### src/rtl/fetch_sequencer.sv
// Program-counter sequencer: IDLE/RUN/HALT with conditional absolute/relative branches.
// One-edge latency from inputs to PC; Stall holds PC and suppresses Taken/BadOp for that cycle.
package fetch_sequencer_pkg;
    localparam logic [2:0] kBEA = 3'd0;
    localparam logic [2:0] kBER = 3'd1;
    localparam logic [2:0] kBNA = 3'd2;
    localparam logic [2:0] kBNR = 3'd3;
    localparam logic [2:0] kBUN = 3'd4;
endpackage

module fetch_sequencer
    import fetch_sequencer_pkg::*;
#(
    parameter int PC_W = 10
) (
    input  logic            Clk,
    input  logic            Reset,
    input  logic            Start,
    input  logic [PC_W-1:0] StartAddr,
    input  logic            BranchEn,
    input  logic [2:0]      BranchOp,
    input  logic            Flag,
    input  logic [PC_W-1:0] Target,
    input  logic            Stall,
    input  logic            HaltReq,
    output logic [PC_W-1:0] PC,
    output logic            InstrValid,
    output logic            Taken,
    output logic            BadOp,
    output logic            Done
);

    localparam logic [1:0] S_IDLE = 2'd0;
    localparam logic [1:0] S_RUN  = 2'd1;
    localparam logic [1:0] S_HALT = 2'd2;

    logic [1:0]      state;
    logic [1:0]      nxt_state;
    logic [PC_W-1:0] nxt_pc;
    logic            nxt_taken;
    logic            nxt_bad;
    logic            cond;
    logic            op_defined;
    logic            op_relative;

    always_comb begin
        cond        = 1'b0;
        op_defined  = 1'b1;
        op_relative = 1'b0;
        case (BranchOp)
            kBEA:    cond = Flag;
            kBER:    begin cond = Flag;  op_relative = 1'b1; end
            kBNA:    cond = !Flag;
            kBNR:    begin cond = !Flag; op_relative = 1'b1; end
            kBUN:    cond = 1'b1;
            default: op_defined = 1'b0;
        endcase
    end

    // Priority inside RUN: Start, HaltReq, Stall, branch, increment.
    always_comb begin
        nxt_state = state;
        nxt_pc    = PC;
        nxt_taken = 1'b0;
        nxt_bad   = 1'b0;
        case (state)
            S_RUN: begin
                if (Start) begin
                    nxt_pc = StartAddr;
                end else if (HaltReq) begin
                    nxt_state = S_HALT;
                end else if (!Stall) begin
                    if (BranchEn && op_defined && cond) begin
                        nxt_taken = 1'b1;
                        // Two's-complement add wraps modulo 2^PC_W for negative offsets.
                        nxt_pc    = op_relative ? (PC + Target) : Target;
                    end else begin
                        nxt_bad = BranchEn && !op_defined;
                        nxt_pc  = PC + PC_W'(1);
                    end
                end
            end
            S_IDLE, S_HALT: begin
                if (Start) begin
                    nxt_state = S_RUN;
                    nxt_pc    = StartAddr;
                end
            end
            default: begin
                nxt_state = S_IDLE;
            end
        endcase
    end

    always_ff @(posedge Clk or posedge Reset) begin
        if (Reset) begin
            state <= S_IDLE;
            PC    <= '0;
            Taken <= 1'b0;
            BadOp <= 1'b0;
        end else begin
            state <= nxt_state;
            PC    <= nxt_pc;
            Taken <= nxt_taken;
            BadOp <= nxt_bad;
        end
    end

    assign InstrValid = (state == S_RUN);
    assign Done       = (state == S_HALT);

endmodule
### config.mk
export PLATFORM = sky130hd
export DESIGN_NAME = fetch_sequencer
export DESIGN_NICKNAME = d
export VERILOG_FILES = /design/src/rtl/fetch_sequencer.sv
export SDC_FILE = /design/constraint.sdc
export NUM_CORES = 1
export LEC_CHECK = 0
export CORE_MARGIN = 5
export CORE_UTILIZATION = 48
export DETAILED_ROUTE_END_ITERATION = 6
export PLACE_DENSITY = 0.78
export SLEW_MARGIN = 20
export SYNTH_ARGS = -nofsm -noshare
export SYNTH_HDL_FRONTEND = slang
export SYNTH_SLANG_ARGS = --single-unit
### constraint.sdc
create_clock -name Clk -period 2.97 [get_ports Clk]
set_input_delay 0.891 -clock Clk [delete_from_list [all_inputs] [get_ports Clk]]
set_output_delay 0.891 -clock Clk [all_outputs]
set_load 0.01 [all_outputs]
======== Yosys cells after proc, flatten, opt, wreduce, memory -nomap -nowiden ========
Index checks and enable logic that the tools add are counted.
word-level totals
  register bits ........................... 14
  bits in latches ......................... 0
  bits in writable memories ............... 0
  ROM bits ................................ 0
  input bits .............................. 30
  output and inout bits ................... 14
  word-level logic and storage cells ...... 56
  memories ................................ 0
cells by class
  add/subtract/negate cells ............... 2
  multiply operators ...................... 0
  divide/modulo/power cells ............... 0
  $lt $le $gt $ge ......................... 0
  eq/ne operators ......................... 11
  shift operators ......................... 0
  muxes and demuxes ....................... 24
  bitwise gates (word level) .............. 0
  reductions and logical operators ........ 15
operators with widths
  operator               number
  $mux 10                6
  $pmux 10 s2            1
  $mux 1                 12
  $add 10x1->10 const B  1
  $add 10x10->10         1
  $reduce_or 2->1        4
  $eq 3x2->1 const B     2
  $mux 2                 3
  $ne 2x2->1 const B     3
  $ne 3x3->1 const B     2
  $reduce_or 5->1        1
  $pmux 2 s2             1
  $reduce_and 4->1       1
  $eq 3x1->1 const B     1
  $eq 3x3->1 const B     1
  $logic_and 1x1->1      3
  $logic_not 3->1        1
  $pmux 1 s3             1
  $reduce_and 3->1       1
  $eq 2x1->1 const B     1
  $eq 2x2->1 const B     1
  $logic_not 1->1        2
  $logic_not 2->1        1
  $reduce_bool 2->1      1

======== Longest topological paths before layout ========
Gate-level depths: netlist of run 1.
  depth in word-level cells ............... 10
  mapped depth ............................ 7
  gate-level depth less buffers ........... 7

======== Worst setup path after synthesis of run 1 ========
OpenSTA, ideal clock, no wires.
  path type ............................... input to register
  from .................................... input Target[0]
  to ...................................... register PC[8]
  setup time .............................. 0.134 ns
  arrival time ............................ 2.584 ns
  required time ........................... 2.836 ns
  setup slack ............................. 0.252 ns
  stages on the path ...................... 7
  buffers on the path ..................... 0
  cells stage by stage .................... ha_1 -> fa_1 -> a211oi_1 -> o21bai_1 -> a2111oi_0 -> nand4bb_1 -> nand3_1
on the way
  cells in the longest elaborated chain, start to end .. 7
RTL lines
  item                  line  RTL
  from (decl)           23    input logic [PC_W-1:0] Target,
  $add 10x10->10        76    nxt_pc = op_relative ? (PC + Target) : Target;
  $mux 10               76
  $mux 10               73    if (BranchEn && op_defined && cond) begin
  $mux 10               72    end else if (!Stall) begin
  $mux 10               70    end else if (HaltReq) begin
  $mux 10               68    if (Start) begin
  $pmux 10 s2           66    case (state)
  to (signal assigned)  103   PC <= nxt_pc;
  to (decl)             26    output logic [PC_W-1:0] PC,
No other way between the ends. The select of a mux whose other input is x is not followed.
A chain may end at the register's enable or synchronous reset.

======== Worst setup path after layout of run 1 ========
Same ends and word-level chain as after synthesis.

==> metrics.md, run 1 <==
| Metric | Value |
|---|---|
| Worst VDD drop | 0.0002074 V |
| Final period util | 0.9747 |
| Largest net degree at the start of global routing | 15 |
| Row cnt | 20 |
| Register area share after synthesis | 0.2328 |
| CP endpoint kind | register |
| Via count | 1,738 |
| IO Port Bufs | 43 |
| CTS Buf Count | 3 |
| Post-Place Worst Slack | -0.4203 ns |
| GRT overflow | 0 |
| Hpwl dp | 3681 um |
| HP Start | state[1] |
| DRT Pass-1 Iters | 4 |
| DRC viols | 0 |
| CTS Hold Bufs | 0 |
| Most used DFF post-synth | dfrtp_1 |
| Mapped Cells | between 150 and 200 |
| Max cap viols | 0 |
| DR WL/cell | between 15 and 20 um |
| Core Footprint | 0.003028 mm^2 |
| Number of synthesized flops with an enable pin | 0 |
| Status | complete, no violations |
| Max-slew violations | 0 |
| IO Pins | 44 |
| DRT antenna net count | 0 |
| TritonCTS clock tree | yes |
| Count of cell types in the netlist | 49 |
| Worst-path fanout max | 2 |
| Die W | around 66 um |
| H-tree levels | 1 |
| Worst Setup Start Kind | primary input |
| Type of the worst setup path | in -> reg |
| RePlAce Congestion | 0.9093 |
| Async SR Flop Fraction | 1.000 |
| Synth warnings | 0 |
| Pwr/cell area | 423.1 mW/mm^2 |
| Setup ws final | between 0.07 and 0.08 ns |
| Worst-margin pin slew | 0.6164 ns |
| Clock slew at reported path FFs | 0.08 ns |
| Final nets | 287 |
| Number of global-route vias before repair | 1,735 |
| Initial Utilization | 0.4971 |
| Syn_nets | 229 |
| Clock insertion delay at the later pin of the skew report | between 0.2 and 0.3 ns |
| Syn_area_per_cell | 8.006 um^2 |
| Clk root buf | clkbuf_4 |
| Minimum clock period | slightly below 3 ns |
| Vias per cell | between 6 and 7 |
| CP Data Required Time | 3.12 ns |
| Initial antenna violation count | 0 |
| HP Class | reg -> reg |
| Area contributors post-synth | dfrtp_1 23%, ha_1 8.3%, a21oi_1 6.0% |
| TritonCTS Sinks | 14 |
| Crit path DAT | 3.04 ns |
| Die span in y | 66 um |
| Final setup fails | 0 |
| Post-Syn Area | 0.001505 mm^2 |
| Antenna diodes | 0 |
| First-pass GRT wire length | 7921 um |
| Crit path from | Target[0] |
| Post-synth top area share | 0.2328 |
| Synth-to-layout area growth | 40.90% |
| Clk buf depth | 2 |
| Fillers | ~270 |
| Final hold viol count | 0 |
| Routed Wire Length | between 4000 and 5000 um |
| Drt initial violations | a little under 100 |
| Share of cells above drive strength 1 | 0.1066 |
| Flip-flop and latch count after synthesis | 14 |
| Post-Route Skew | 0.0004481 ns |
| Reg2reg start | PC[0] |
| Fin Hold WS | 0.5462 ns |
| Die Area | 0.004356 mm^2 |
| Post-synth top area cell | dfrtp_1 |
| Leak | 0.0008663 uW |
| F_max | 345.4 MHz |
| TNS Setup | 0 ns |
| GRT Util Overall | 0.2298 |
| Slew headroom | 0.5863 |
-- worst max-delay path, cell delays in order --
cell,delay [ns]
clkdlybuf4s50_1,0.43
ha_1,0.24
fa_2,0.36
a211oi_2,0.24
o21bai_1,0.14
a2111oi_2,0.37
buf_4,0.17
nand4bb_1,0.12
nand3_1,0.09
-- synth_stat cells, types with 2 or more instances --
cell / number
a211o_1: 2
a211oi_1: 7
a21o_1: 4
a21oi_1: 18
a31oi_1: 3
a32oi_1: 2
and3_1: 3
buf_2: 3
clkbuf_1: 4
dfrtp_1: 14
ha_1: 10
inv_1: 2
mux2i_1: 2
nand2_1: 15
nand2b_1: 6
nand3_1: 10
nand4_1: 3
nor2_1: 13
nor2b_1: 5
nor3_1: 3
o2111ai_1: 2
o211ai_1: 8
o21ai_0: 7
o21ai_1: 4
o22ai_1: 2
o31ai_1: 3
or3_1: 4
xnor2_1: 6
xor2_1: 3
-- flip-flops by register name (all words and copies together) (netlist names) --
| name | count |
|---|---|
| Taken | 1 |
| PC | 10 |
| BadOp | 1 |
| state | 2 |
-- metrics by stage --
stage / power [uW] / util / instances / instance area (um^2)
floorplan: 545.7 / - / 188 / 1505
global placement: 749.0 / 0.6860 / 284 / 2077
detailed placement: 766.6 / 0.6860 / 284 / 2077
CTS: 883.5 / 0.6971 / 287 / 2111
global route: 965.2 / 0.7004 / 288 / 2121
finish: 897.3 / 0.7004 / 288 / 2121
-- logic make-up (layout without fill, tap and decap cells) --
logic type,count (synthesis),in the layout,share of synthesized area
buffers and inverters,10,66,0.03241
adder cells (fa/ha/maj),11,11,0.09643
AND/OR/NAND/NOR,71,71,0.2527
AO/OA/AOI/OAI,71,71,0.3200
multiplexers,2,2,0.01330
XOR/XNOR,9,9,0.05237
flip-flops,14,14,0.2328
-- placed cells by master (no fill, tap or decap), types with 4 or more instances in the layout --
master | synthesis | layout
nand2b_1 | 6 | 6
xnor2_1 | 6 | 6
or3_1 | 4 | 4
a211oi_1 | 7 | 6
o211ai_1 | 8 | 8
nor2_1 | 13 | 13
nor2b_1 | 5 | 5
ha_1 | 10 | 10
nand3_1 | 10 | 10
buf_4 | 0 | 18
o21ai_0 | 7 | 7
o21ai_1 | 4 | 4
dfrtp_1 | 14 | 14
a21oi_1 | 18 | 18
a21o_1 | 4 | 4
nand2_1 | 15 | 15
clkdlybuf4s50_1 | 0 | 43
-- power by group --
group,internal [uW],leakage [uW],switching (uW)
Sequential,217,0.000170,56.0
Combinational,271,0.000683,245
Clock,47.1,0.0000138,62.0
-- metal layers --
metal	global-route usage	vias to the layer above	part of all wire
met5	0	-	0
met4	0.06091	0	0.0091
met3	0.03571	6	0.073
met2	0.4168	73	0.50
met1	0.2796	812	0.42
li1	-	847	-
-- path summary, 6_finish.rpt --
check / end / slack (ns) / cells past startpoint
max: PC[8] / 0.08 / 9
min: state[0] / 0.55 / 1
max reg2reg: PC[8] / 0.74 / 8
min reg2reg: state[0] / 0.55 / 1
max in group asynchronous: PC[8] / 1.66 / 2
min in group asynchronous: state[0] / 0.95 / 2
-- cell type report --
class,instances,area (um^2),area share
multi-input cells,164,1120,0.5280
clock buffers,3,22.52,0.01062
flip-flops and latches,14,350.3,0.1652
repair buffers,61,565.5,0.2667
well taps,44,55.05,0.02596
inverters,2,7.507,0.003540
-- repair_timing --
| item | 4_1_cts | 5_1_grt |
|---|---|---|
| setup endpoints to repair | 1 | 1 |
| endpoints found under the hold margin | 0 | 0 |
| setup buffers | 0 | 1 |
| pin swaps | 0 | 1 |
| gates resized for setup | 3 | 1 |
No activity file was read; power rests on OpenSTA's default activity.
==> inputs of run 2 (changes only) <==
CAP_MARGIN = 40   (was not set)
==> results of run 2 <==
No change in the layout: final DEF, timing and power equal those of run 1.
==> inputs of run 3 (changes only) <==
MAX_ROUTING_LAYER = met4   (was not set)
PLACE_DENSITY = not set   (was 0.78)
PLACE_DENSITY_LB_ADDON = 0.12   (was not set)
==> run 3 against run 2 <==
  * Die area did not move
  * Critical endpoint unchanged
  * Sequential cell count did not move
  * Core utilization fell by 0.79 points
  * Highest routed layer unchanged
  * Critical path depth fell by 1
==> metrics.md, run 3 (synthesis gave the netlist of run 1 again) <==
| Metric | Value |
|---|---|
| HP Class | reg -> reg (unchanged) |
| Antenna diodes | 0 (unchanged) |
| CTS Buf Count | 3 (unchanged) |
| Via count | 1,717 (was 1,738) |
| CP max stage delay | 0.43 ns (about the same) |
| P_int | 543.9 uW (was 534.7 uW) |
| F_max | 351.8 MHz (was 345.4 MHz) |
| Final hold viol count | 0 (unchanged) |
| Leak | 0.0008536 uW (was 0.0008663 uW) |
| Pwr/cell area | 433.3 mW/mm^2 (was 423.1 mW/mm^2) |
| RePlAce Congestion | 0.9816 (was 0.9093) |
| Register-to-Register Path Depth | 7 (was 8) |
| Die Area | 0.004356 mm^2 (unchanged) |
| Buf/Inv on CP | 1 (was 2) |
| Clk buf depth | 2 (unchanged) |
| Row cnt | 20 (unchanged) |
| Worst-path fanout max | 2 (unchanged) |
| Net Sw Power | 364.8 uW (was 362.7 uW) |
| CP Cell Sequence | clkdlybuf4s50_1 -> ha_1 -> fa_1 -> a211oi_1 -> o21bai_1 -> a2111oi_2 -> nand4bb_1 -> nand3_1 (was clkdlybuf4s50_1 -> ha_1 -> fa_2 -> a211oi_2 -> o21bai_1 -> a2111oi_2 -> buf_4 -> nand4bb_1 -> nand3_1) |
| Final setup fails | 0 (unchanged) |
| GRT Util Overall | 0.2344 (was 0.2298) |
| Initial antenna violation count | 0 (unchanged) |
| Comb power frac | 0.538 (was 0.574) |
| Crit. path cell count | 8 (was 9) |
| Worst-margin pin slew | 0.7132 ns (was 0.6164 ns) |
| Post-Route Skew | 0.003888 ns (was 0.0004481 ns) |
| Clock insertion delay at the later pin of the skew report | 0.29 ns (was 0.28 ns) |
| Largest register FFs | 10 (unchanged) |
| Top Registers | PC: 10 flops, state: 2 flops (unchanged) |
| Worst Setup Start Kind | primary input (unchanged) |
| CP endpoint kind | register (unchanged) |
| Worst VDD drop | 0.0002274 V (was 0.0002074 V) |
| TNS Setup | 0 ns (unchanged) |
| Initial Utilization | 0.4971 (unchanged) |
| TritonCTS Sinks | 14 (unchanged) |
| IO Pins | 44 (unchanged) |
| Max cap viols | 0 (unchanged) |
| Commonest non-fill, non-tap cells in the layout | 43 x clkdlybuf4s50_1, 18 x a21oi_1, 15 x nand2_1, 14 x dfrtp_1, 14 x buf_4 (was 43 x clkdlybuf4s50_1, 18 x a21oi_1, 18 x buf_4, 15 x nand2_1, 14 x dfrtp_1) |
| Die W | 66 um (unchanged) |
| Drt initial violations | 135 (was 99) |
| Share of cells above drive strength 1 | 0.08714 (was 0.1066) |
| Crit path from | Target[0] (unchanged) |
| H-tree levels | 1 (unchanged) |
| Crit path DAT | 3.02 ns (was 3.04 ns) |
| Max-slew violations | 0 (unchanged) |
| DRT Pass-1 Iters | 4 (unchanged) |
| Largest net degree at the start of global routing | 15 (unchanged) |
| Clock power share | 0.162 (was 0.122) |
| DRC viols | 0 (unchanged) |
| Clock slew at reported path FFs | 0.10 ns (was 0.08 ns) |
| Clk root buf | clkbuf_4 (unchanged) |
| Slew headroom | 0.5213 (was 0.5863) |
| Core Footprint | 0.003028 mm^2 (unchanged) |
| Synth-to-layout area growth | 39.32% (was 40.90%) |
| Number of global-route vias before repair | 1,699 (was 1,735) |
| Slowest cell on crit path | clkdlybuf4s50_1 (unchanged) |
| Hpwl dp | 3642 um (was 3681 um) |
| IO Port Bufs | 43 (unchanged) |
| TritonCTS clock tree | yes (unchanged) |
| RSZ-0062 raised after global routing | no |
| HP Start | state[1] (unchanged) |
| Reg2reg start | PC[0] (unchanged) |
| Final nets | 283 (was 287) |
| Vias per cell | 6.025 (was 6.035) |
| Minimum clock period | 2.843 ns (was 2.895 ns) |
| Layout Utilization | 0.6926 (was 0.7004) |
| Commonest non-fill, non-tap cell in the layout | clkdlybuf4s50_1 (unchanged) |
| DRT antenna net count | 0 (unchanged) |
| First-pass GRT wire length | 7886 um (was 7921 um) |
| Final period util | 0.9572 (was 0.9747) |
| GRT overflow | 0 (unchanged) |
| Routed Wire Length | 4571 um (was 4624 um) |
| Status | complete, no violations (unchanged) |
| Reg with most FFs | PC (unchanged) |
| Sequential Power Share | 0.300 (was 0.304) |
| Die span in y | 66 um (unchanged) |
| DR WL/cell | 16.04 um (was 16.06 um) |
| Hold-critical path depth | 1 (unchanged) |
| Setup bufs post-CTS | 0 (unchanged) |
| CP Data Required Time | 3.15 ns (was 3.12 ns) |
| Critical path's top delay family | compound AO/OA/AOI/OAI gates (unchanged) |
| Sw Ratio | 0.4014 (was 0.4042) |
| Type of the worst setup path | in -> reg (unchanged) |
==> run 3: changes by cell type in the layout (fill, tap and decap cells not counted), sizes merged <==
cell,delta
buf,-4
clkbuf,+1
==> run 3: timing repair <==
action | 4_1_cts | 5_1_grt
gates resized for setup | 2 | 0
gates cloned | 0 | 0
endpoints found under the setup margin | 1 | 1
hold buffers | 0 | 0
pin swaps | 0 | 1
==> run 3: final timing paths <==
kind	end	slack, ns
max	PC[8]	0.13
max in group asynchronous	state[0]	1.66
min	state[0]	0.55
min reg2reg	state[0]	0.55
max reg2reg	PC[8]	0.77
min in group asynchronous	BadOp	0.94
==> run 3: layer usage <==
| layer | vias up | track usage | share of wire |
|---|---|---|---|
| met3 | 5 | 0.03061 | 0.079 |
| met2 | 81 | 0.3742 | 0.48 |
| met1 | 790 | 0.3046 | 0.43 |
| met5 | - | - | 0 |
| met4 | 0 | 0.08376 | 0.011 |
| li1 | 841 | - | - |
==> run 3: power groups by stage <==
stage               logic (uW)  registers [uW]  clock network [uW]
floorplan                  271             275                   0
global placement           465             272                   0
detailed placement         478             274                   0
CTS                        485             271                 148
global route               542             278                 158
finish                     489             273                 147
==> run 3: cell type report <==
class	count	area (um^2)
clock buffers	4	36.28
fillers	245	930.9
multi-input cells	164	1112
well taps	44	55.05
repair buffers	57	535.5
flip-flops and latches	14	350.3
inverters	2	7.507
==> run 3: per-stage QoR <==
stage | hold WS (ns) | setup WS, ns | total power [uW] | cell area (um^2) | instances
finish | 0.5538 | 0.1272 | 908.7 | 2097 | 285
global route | 0.6066 | 0.001082 | 977.8 | 2097 | 285
CTS | 0.5523 | 0.05841 | 904.1 | 2097 | 285
detailed placement | 0.5387 | -0.3701 | 751.8 | 2054 | 281
global placement | 0.5240 | -0.3137 | 737.7 | 2054 | 281
floorplan | 0.4945 | 0.2524 | 545.7 | 1505 | 188
